$ cat config.mk
export PLATFORM = sky130hd
export DESIGN_NAME = receive_all
export DESIGN_NICKNAME = d
export VERILOG_FILES = /design/src/rtl/receive_all_pkg.sv /design/src/rtl/receive_all_single.sv /design/src/rtl/receive_all.sv
export SDC_FILE = /design/constraint.sdc
export NUM_CORES = 1
export LEC_CHECK = 0
export ABC_CLOCK_PERIOD_IN_PS = 3400
export CORE_UTILIZATION = 45
export DETAILED_ROUTE_END_ITERATION = 7
export PLACE_DENSITY = 0.75
export SETUP_SLACK_MARGIN = 0.3
export SLEW_MARGIN = 0
export SYNTH_ARGS = -nofsm -noshare
export SYNTH_HDL_FRONTEND = slang
export SYNTH_HIERARCHICAL = 1
export SYNTH_SLANG_ARGS = --single-unit
$ cat constraint.sdc
create_clock -name clk -period 3.4 [get_ports clk]
set_input_delay 0.68 -clock clk [delete_from_list [all_inputs] [get_ports clk]]
set_output_delay 0.68 -clock clk [all_outputs]
set_load 0.005 [all_outputs]
$ cat src/rtl/receive_all_pkg.sv
// Shared constants for the inter-board Request/Ack link (also used by send_all).
package receive_all_pkg;

    localparam int WORD_W     = 6;
    localparam int MSG_TYPE_W = 4;
    localparam int BLOCK_X_W  = 5;
    localparam int BLOCK_Y_W  = 3;
    localparam int CARD_W     = 6;
    localparam int SEL_LEN_W  = 3;
    localparam int MOVE_DIR_W = 1;

    // Peer's global reset request; never a legal msg_type.
    localparam logic [WORD_W-1:0] RST_WORD = 6'h3F;

    // Message FSM: one step per received word.
    typedef enum logic [2:0] {
        STEP_1 = 3'd0,
        STEP_2 = 3'd1,
        STEP_3 = 3'd2,
        STEP_4 = 3'd3,
        STEP_5 = 3'd4,
        STEP_6 = 3'd5
    } step_e;

    // Word FSM: one 4-phase handshake per word.
    typedef enum logic [1:0] {
        WAIT_IDLE     = 2'd0,
        WAIT_REQ_UP   = 2'd1,
        WAIT_REQ_DOWN = 2'd2
    } word_state_e;

    // All fields of one message, each already truncated to its width.
    typedef struct packed {
        logic [MSG_TYPE_W-1:0] msg_type;
        logic [BLOCK_X_W-1:0]  block_x;
        logic [BLOCK_Y_W-1:0]  block_y;
        logic [CARD_W-1:0]     card;
        logic [SEL_LEN_W-1:0]  sel_len;
        logic [MOVE_DIR_W-1:0] move_dir;
    } msg_fields_t;

endpackage

$ cat src/rtl/receive_all_single.sv
// Single-word receiver: Request synchronizer, 4-phase word FSM, Ack and data latch.
module receive_single
    import receive_all_pkg::*;
#(
    parameter int SYNC_STAGES = 2
) (
    input  logic              clk,
    input  logic              rst,
    input  logic              Request_in,
    input  logic [WORD_W-1:0] inter_data_in,
    output logic              Ack_out,
    output logic              word_valid,
    output logic [WORD_W-1:0] word
);

    logic [SYNC_STAGES-1:0] sync_q;
    logic                   req_s;
    word_state_e            state_q, state_d;
    logic                   capture;

    // Request synchronizer chain.
    // NOTE: the synchronizer is deliberately not reset, so a Request held high across rst
    // still reads as high afterwards and WAIT_IDLE can refuse it as a new word.
    always_ff @(posedge clk) begin
        sync_q <= {sync_q[SYNC_STAGES-2:0], Request_in};
    end

    assign req_s = sync_q[SYNC_STAGES-1];

    // Word FSM next-state: capture on the synchronized rising Request.
    // NOTE: every always_comb output gets a default first so no path leaves it unassigned
    // (an unassigned path would infer a latch).
    always_comb begin
        state_d = state_q;
        capture = 1'b0;
        case (state_q)
            WAIT_IDLE:     if (!req_s) state_d = WAIT_REQ_UP;
            WAIT_REQ_UP:   if (req_s) begin
                               state_d = WAIT_REQ_DOWN;
                               capture = 1'b1;
                           end
            WAIT_REQ_DOWN: if (!req_s) state_d = WAIT_REQ_UP;
            default:       state_d = WAIT_IDLE;
        endcase
    end

    // State, data latch, word_valid pulse and registered Ack.
    // NOTE: sequential state uses non-blocking assignments so every flop samples
    // pre-edge values regardless of statement order.
    always_ff @(posedge clk) begin
        if (rst) begin
            state_q    <= WAIT_IDLE;
            word_valid <= 1'b0;
            word       <= '0;
            Ack_out    <= 1'b0;
        end else begin
            state_q    <= state_d;
            word_valid <= capture;
            if (capture) word <= inter_data_in;
            // Ack rises one edge after the latch and falls on the edge that leaves WAIT_REQ_DOWN.
            Ack_out    <= (state_q == WAIT_REQ_DOWN) && (state_d == WAIT_REQ_DOWN);
        end
    end

endmodule

$ cat src/rtl/receive_all.sv
// Message receiver: assembles six words into one registered message for GameControl,
// detects the peer reset word and discards stalled partial messages.
module receive_all
    import receive_all_pkg::*;
#(
    parameter int SYNC_STAGES = 2,
    parameter int TIMEOUT     = 10_000_000
) (
    input  logic       clk,
    input  logic       rst,
    input  logic       Request_in,
    input  logic [5:0] inter_data_in,
    output logic       Ack_out,
    output logic       interboard_rst,
    output logic       inter_ready,
    output logic [3:0] inter_msg_type,
    output logic [4:0] inter_block_x,
    output logic [2:0] inter_block_y,
    output logic [5:0] inter_card,
    output logic [2:0] inter_sel_len,
    output logic [0:0] inter_move_dir
);

    localparam int CNT_W = (TIMEOUT > 1) ? $clog2(TIMEOUT) : 1;

    logic              word_valid;
    logic [WORD_W-1:0] word;

    step_e             step_q, step_d;
    msg_fields_t       part_q, part_d;   // words collected so far
    msg_fields_t       out_q, out_d;     // last completed message
    logic [CNT_W-1:0]  cnt_q, cnt_d;
    logic              ready_d, irst_d;

    receive_single #(
        .SYNC_STAGES (SYNC_STAGES)
    ) u_single (
        .clk           (clk),
        .rst           (rst),
        .Request_in    (Request_in),
        .inter_data_in (inter_data_in),
        .Ack_out       (Ack_out),
        .word_valid    (word_valid),
        .word          (word)
    );

    // Message FSM next-state, field loading, pulses and idle timeout.
    always_comb begin
        step_d  = step_q;
        part_d  = part_q;
        out_d   = out_q;
        cnt_d   = cnt_q;
        ready_d = 1'b0;
        irst_d  = 1'b0;
        if (word_valid) begin
            // A word arriving on the timeout cycle wins.
            cnt_d = '0;
            case (step_q)
                STEP_1: begin
                    if (word == RST_WORD) begin
                        irst_d = 1'b1;
                        out_d  = '0;
                    end else begin
                        part_d.msg_type = word[MSG_TYPE_W-1:0];
                        step_d          = STEP_2;
                    end
                end
                STEP_2: begin
                    part_d.block_x = word[BLOCK_X_W-1:0];
                    step_d         = STEP_3;
                end
                STEP_3: begin
                    part_d.block_y = word[BLOCK_Y_W-1:0];
                    step_d         = STEP_4;
                end
                STEP_4: begin
                    part_d.card = word[CARD_W-1:0];
                    step_d      = STEP_5;
                end
                STEP_5: begin
                    part_d.sel_len = word[SEL_LEN_W-1:0];
                    step_d         = STEP_6;
                end
                STEP_6: begin
                    out_d          = part_q;
                    out_d.move_dir = word[MOVE_DIR_W-1:0];
                    ready_d        = 1'b1;
                    step_d         = STEP_1;
                end
                default: step_d = STEP_1;
            endcase
        end else if (step_q != STEP_1) begin
            if (cnt_q == CNT_W'(TIMEOUT - 1)) begin
                step_d = STEP_1;
                cnt_d  = '0;
            end else begin
                cnt_d = cnt_q + 1'b1;
            end
        end else begin
            cnt_d = '0;
        end
    end

    // Message state, field and pulse registers.
    always_ff @(posedge clk) begin
        if (rst) begin
            step_q         <= STEP_1;
            part_q         <= '0;
            out_q          <= '0;
            cnt_q          <= '0;
            inter_ready    <= 1'b0;
            interboard_rst <= 1'b0;
        end else begin
            step_q         <= step_d;
            part_q         <= part_d;
            out_q          <= out_d;
            cnt_q          <= cnt_d;
            inter_ready    <= ready_d;
            interboard_rst <= irst_d;
        end
    end

    assign inter_msg_type = out_q.msg_type;
    assign inter_block_x  = out_q.block_x;
    assign inter_block_y  = out_q.block_y;
    assign inter_card     = out_q.card;
    assign inter_sel_len  = out_q.sel_len;
    assign inter_move_dir = out_q.move_dir;

endmodule

* Yosys cells after proc, flatten, opt, wreduce, memory -nomap -nowiden
Cells that the tools add are included.
** Storage, ports and cells
- Output and inout bits :: 25
- Input port bits :: 9
- Flip-flop bits (word level) :: 84
** Cells by class
- Bitwise gates (word level) :: 4
- Eq/ne operators :: 12
- Add/sub/neg operators :: 1
- Reduce and logical (&&, ||, !) cells :: 18
- Multiplexer cells :: 14
** Operators with widths (number)
- 22-bit case mux with 2 select lines :: 1
- 24-bit by 1-bit adder with 24-bit output (second input constant) :: 1
- 24-bit equality test (second input constant) :: 1
- 22-bit two-way mux :: 1
- 3-bit case mux with 5 select lines :: 1
- 3-bit two-way mux :: 4
- 3-bit AND reduction :: 3
- 2-bit AND reduction :: 4
- 3-bit by 2-bit equality test with 1-bit output (second input constant) :: 2
- 3-bit equality test (second input constant) :: 2
- 6-bit equality test (second input constant) :: 1
- 2-bit nonzero test :: 3
- 2-bit equality test (second input constant) :: 2
- 1-bit two-way mux :: 4
- 2-bit two-way mux :: 2
- 1-bit inverter :: 4
- 2-bit case mux with 2 select lines :: 1
- 2-bit OR reduction :: 2
- 4-bit OR reduction :: 1
- 3-bit by 1-bit equality test with 1-bit output (second input constant) :: 1
- 3-bit zero test :: 1
- 3-bit != test (second input constant) :: 1
- 3-bit nonzero test :: 1
- 3-bit OR reduction :: 1
- 4 further kinds :: 4

* Depth between registers and ports, before layout
- Depth after elaboration :: 5
- Depth in mapped cells :: 6

* Cells and area by module
The synthesis kept the hierarchy.
** By module, submodules not included
- receive_all :: sequential area each 1441.4 µm², instances 1, cells each 298, area an instance 2834.0 µm²
- receive_single :: sequential area each 240.2 µm², instances 1, cells each 40, area an instance 440.4 µm²

* Worst setup path before layout
No wires, ideal clock.
- Path type :: flip-flop to flip-flop
- Start point :: register cnt_q[0]
- End point :: register cnt_q[22]
- Stages on the path, launching flop included :: 7
- Slack :: 1.450 ns
- Data required time :: 3.314 ns
- Arrival time :: 1.864 ns
- Path buffers :: 1
- Path through :: dfxtp_1 ha_1 nand4_1 or4_1 clkbuf_1 or3_1 a211oi_1
** Between the ends
- Longest elaborated chain between the ends :: 2
- Elaborated cells between the ends (all ways) :: 3
- Those cells by class :: 1 x add/sub; 1 x eq/ne; 1 x reduce/logical
** Ends and longest elaborated chain
- start: declaration :: RTL line receive_all.sv:32 : logic [CNT_W-1:0] cnt_q, cnt_d;
- start signal: assignment :: RTL line receive_all.sv:117 : cnt_q <= cnt_d;
- branches (longest 2 deep; another with 24-bit by 1-bit adder with 24-bit output)
Several ways; the timed one is not identified.
A chain may end at the register's enable or synchronous reset.

* Worst setup path after layout
Same ends and word-level chain as after synthesis.

==> flow_summary.json <==
{
  "skew_ns": 0.01089,
  "syn_avg_cell_area_um2": 9.688,
  "power.share.combinational": 0.027,
  "worstHoldEndpoint": "u_single/sync_q[1]",
  "drtIter0Drc": 190,
  "slowest_delay_ns": 0.63,
  "fmax_mhz": 465.4,
  "post_cts_buffers": 0,
  "hold_class": "reg2reg",
  "cts_buffer_depth": 2,
  "syn_nets": 348,
  "numPortBuffers": 33,
  "synthFlopType": "dfxtp_1",
  "die_area_um2": 7621,
  "hold_viol_final": 0,
  "rows": 30,
  "num-nets-final": 377,
  "die_width_um": 87.30,
  "p_clk_frac": 0.385,
  "finalPower_uw": 1695,
  "netlist_area_um2": 3274,
  "min_period_ns": 2.149,
  "antenna_found_initial": 0,
  "synth-edff-count": 0,
  "grt_max_degree": 30,
  "dieHeight_um": 87.30,
  "cellPowerDensity_nw_per_um2": 438.6,
  "wl_per_cell_um": 13.89,
  "cts_tree": "yes",
  "p_seq_frac": 0.589,
  "fin_crit_sh": 0.6320,
  "clock_sinks": 84,
  "vias": 2560,
  "end_kind": "register",
  "layout_commonest_cell": "dfxtp_1",
  "async_reset_ff_frac": 0,
  "holdPathStages": 0,
  "dp_slack_ns": 1.009,
  "ctsHoldBuffers": 0,
  "worstPathRequired_ns": 3.66,
  "crit_fanout": 8,
  "dp_hpwl_um": 4345,
  "drc": 0,
  "worst-r2r-cell-count": 5,
  "cpMaxStageDelayCell": "or4_1",
  "drt_pass1_iterations": 4,
  "r2r-start": "cnt_q[0]",
  "setup_violations": 0,
  "synthToLayoutAreaGrowth_pct": 18.04,
  "setup_ws_ns": 1.251,
  "status": "finished clean",
  "path_buf_inv": 0,
  "path_cells": "ha_1, nand4_1, or4_1, or3_1, a211oi_1",
  "postRouteWirelength_um": 6501,
  "initial_core_util": 0.4741,
  "htree_num_levels": 3,
  "setup_tns_ns": 0,
  "grt-ovfl-total": 0,
  "cts_buffers": 9,
  "postSynthCellCount": 338,
  "ir_worst_vdd_v": 0.0003046,
  "ys_seq_area_frac": 0.5136,
  "synth-seq-cells": 84,
  "start_kind": "register",
  "critical_path_class": "reg2reg",
  "path_clk_slew_ns": 0.08,
  "antenna_cells": 0,
  "final_cell_mix": "dfxtp_1 (84), clkdlybuf4s50_1 (33), nor2_1 (24)",
  "leakagePower_uw": 0.001256,
  "hold_start": "u_single/sync_q[0]",
  "gp_congestion": 0.8534,
  "grt_pass1_vias": 2282,
  "grt_pass1_wl_um": 10640,
  "cts_root_buf": "clkbuf_8",
  "slew_violations": 0,
  "rsz0062_at_grt": "false",
  "clk_latency_ns": 0.35,
  "via_per_inst": 5.470,
  "ctsResizeCount": 0,
  "swShare": 0.2329,
  "slew_headroom": 0.3484,
  "io_pins": 34,
  "synth_cell_types": 39,
  "max_cap_violations": 0,
  "drive_gt1_frac": 0.08602,
  "crit_family": "simple AND/OR/NAND/NOR gates",
  "power.net_switching_uw": 394.8,
  "coreArea_um2": 6907,
  "tightest_slew_ns": 0.9699,
  "drtAntennaViolNets": 0,
  "rrSetupSlack_ns": 1.25,
  "internal_power_uw": 1300,
  "arrival_ns": 2.41,
  "timing.rr.end": "cnt_q[22]",
  "grt_usage": 0.1811,
  "yosysWarnings": 6
}
-- worst max path at each step --
stage / start / endpoint / slack, ns / depth (start not counted)
final: cnt_q[0] / cnt_q[22] / 1.25 / 5
after global routing: cnt_q[0] / cnt_q[18] / 1.14 / 5
after CTS: cnt_q[0] / cnt_q[22] / 1.24 / 5
after detailed placement: rst / cnt_q[22] / 1.01 / 3
after global placement: rst / cnt_q[22] / 1.07 / 3
after floorplan: cnt_q[0] / cnt_q[22] / 1.45 / 6
-- power by group through the flow --
stage | Sequential, uW | Combinational [uW] | Clock (uW)
floorplan | 1020 | 29.3 | 0
global placement | 1020 | 43.7 | 0
detailed placement | 1020 | 44.9 | 0
CTS | 998 | 45.1 | 667
global route | 999 | 49.1 | 715
finish | 998 | 45.1 | 652
-- state kept, by name, indices dropped and copies added (netlist names) --
name	cells
cnt_q	24
inter_block_x	5
inter_block_y	3
inter_card	6
inter_move_dir	1
inter_msg_type	4
inter_ready	1
inter_sel_len	3
interboard_rst	1
part_q	21
step_q	3
u_single/Ack_out	1
u_single/state_q	2
u_single/sync_q	2
u_single/word	6
u_single/word_valid	1
-- layout make-up --
class	instances	area [um2]
clock buffers	10	137.6
clock inverters	6	46.29
fillers	604	3042
inverters	8	30.03
multi-input cells	227	1489
flip-flops and latches	84	1682
well taps	96	120.1
repair buffers	37	360.3
-- cells by family after synthesis --
group	after synthesis	synth area share
xor gates and xnor gates	14	0.03745
adders and majority gates	1	0.003821
AOI/OAI and AO/OA	59	0.1307
DFF	84	0.5136
buffers and inverters	27	0.03515
and+or+nand+nor	133	0.2182
muxes	20	0.06114
-- synth_stat cells (2+ instances only) --
| library cell | number | area (um2) |
|---|---|---|
| dfxtp_1 | 84 | 1682 |
| nor2_1 | 24 | 90.09 |
| nor3_1 | 23 | 115.1 |
| a22o_1 | 22 | 192.7 |
| nand2_1 | 21 | 78.83 |
| mux2i_1 | 20 | 200.2 |
| nand2b_1 | 16 | 100.1 |
| clkbuf_1 | 13 | 48.80 |
| a21oi_1 | 11 | 55.05 |
| o21ai_0 | 11 | 55.05 |
| xnor2_1 | 11 | 96.34 |
| nand4_1 | 9 | 56.30 |
| a211oi_1 | 8 | 60.06 |
| inv_1 | 8 | 30.03 |
| or3_1 | 8 | 50.05 |
| nand3_1 | 7 | 35.03 |
| buf_2 | 5 | 25.02 |
| nor4_1 | 4 | 25.02 |
| or2_2 | 4 | 25.02 |
| or4_1 | 3 | 22.52 |
| xor2_1 | 3 | 26.28 |
| a211oi_2 | 2 | 25.02 |
| and3_1 | 2 | 12.51 |
| nor2b_1 | 2 | 12.51 |
| nor4b_1 | 2 | 17.52 |
| o31ai_1 | 2 | 15.01 |
-- per-layer routing --
| metal | vias up | wire length [um] | track usage |
|---|---|---|---|
| li1 | 1271 | - | - |
| met1 | 1227 | 3245 | 0.2409 |
| met2 | 54 | 2946 | 0.2777 |
| met3 | 8 | 203 | 0.03981 |
| met4 | 0 | 105 | 0.08793 |
| met5 | - | 0 | 0 |
-- metrics by stage --
step	hold WS [ns]	std cells	util	instance area, um2
after floorplan	0.3096	338	-	3274
after detailed placement	0.3138	452	0.5330	3681
after CTS	0.3342	468	0.5596	3865
after global routing	0.3510	468	0.5596	3865
final	0.3318	468	0.5596	3865
after global placement	0.3103	452	0.5330	3681
(Power assumes the default switching activity.)
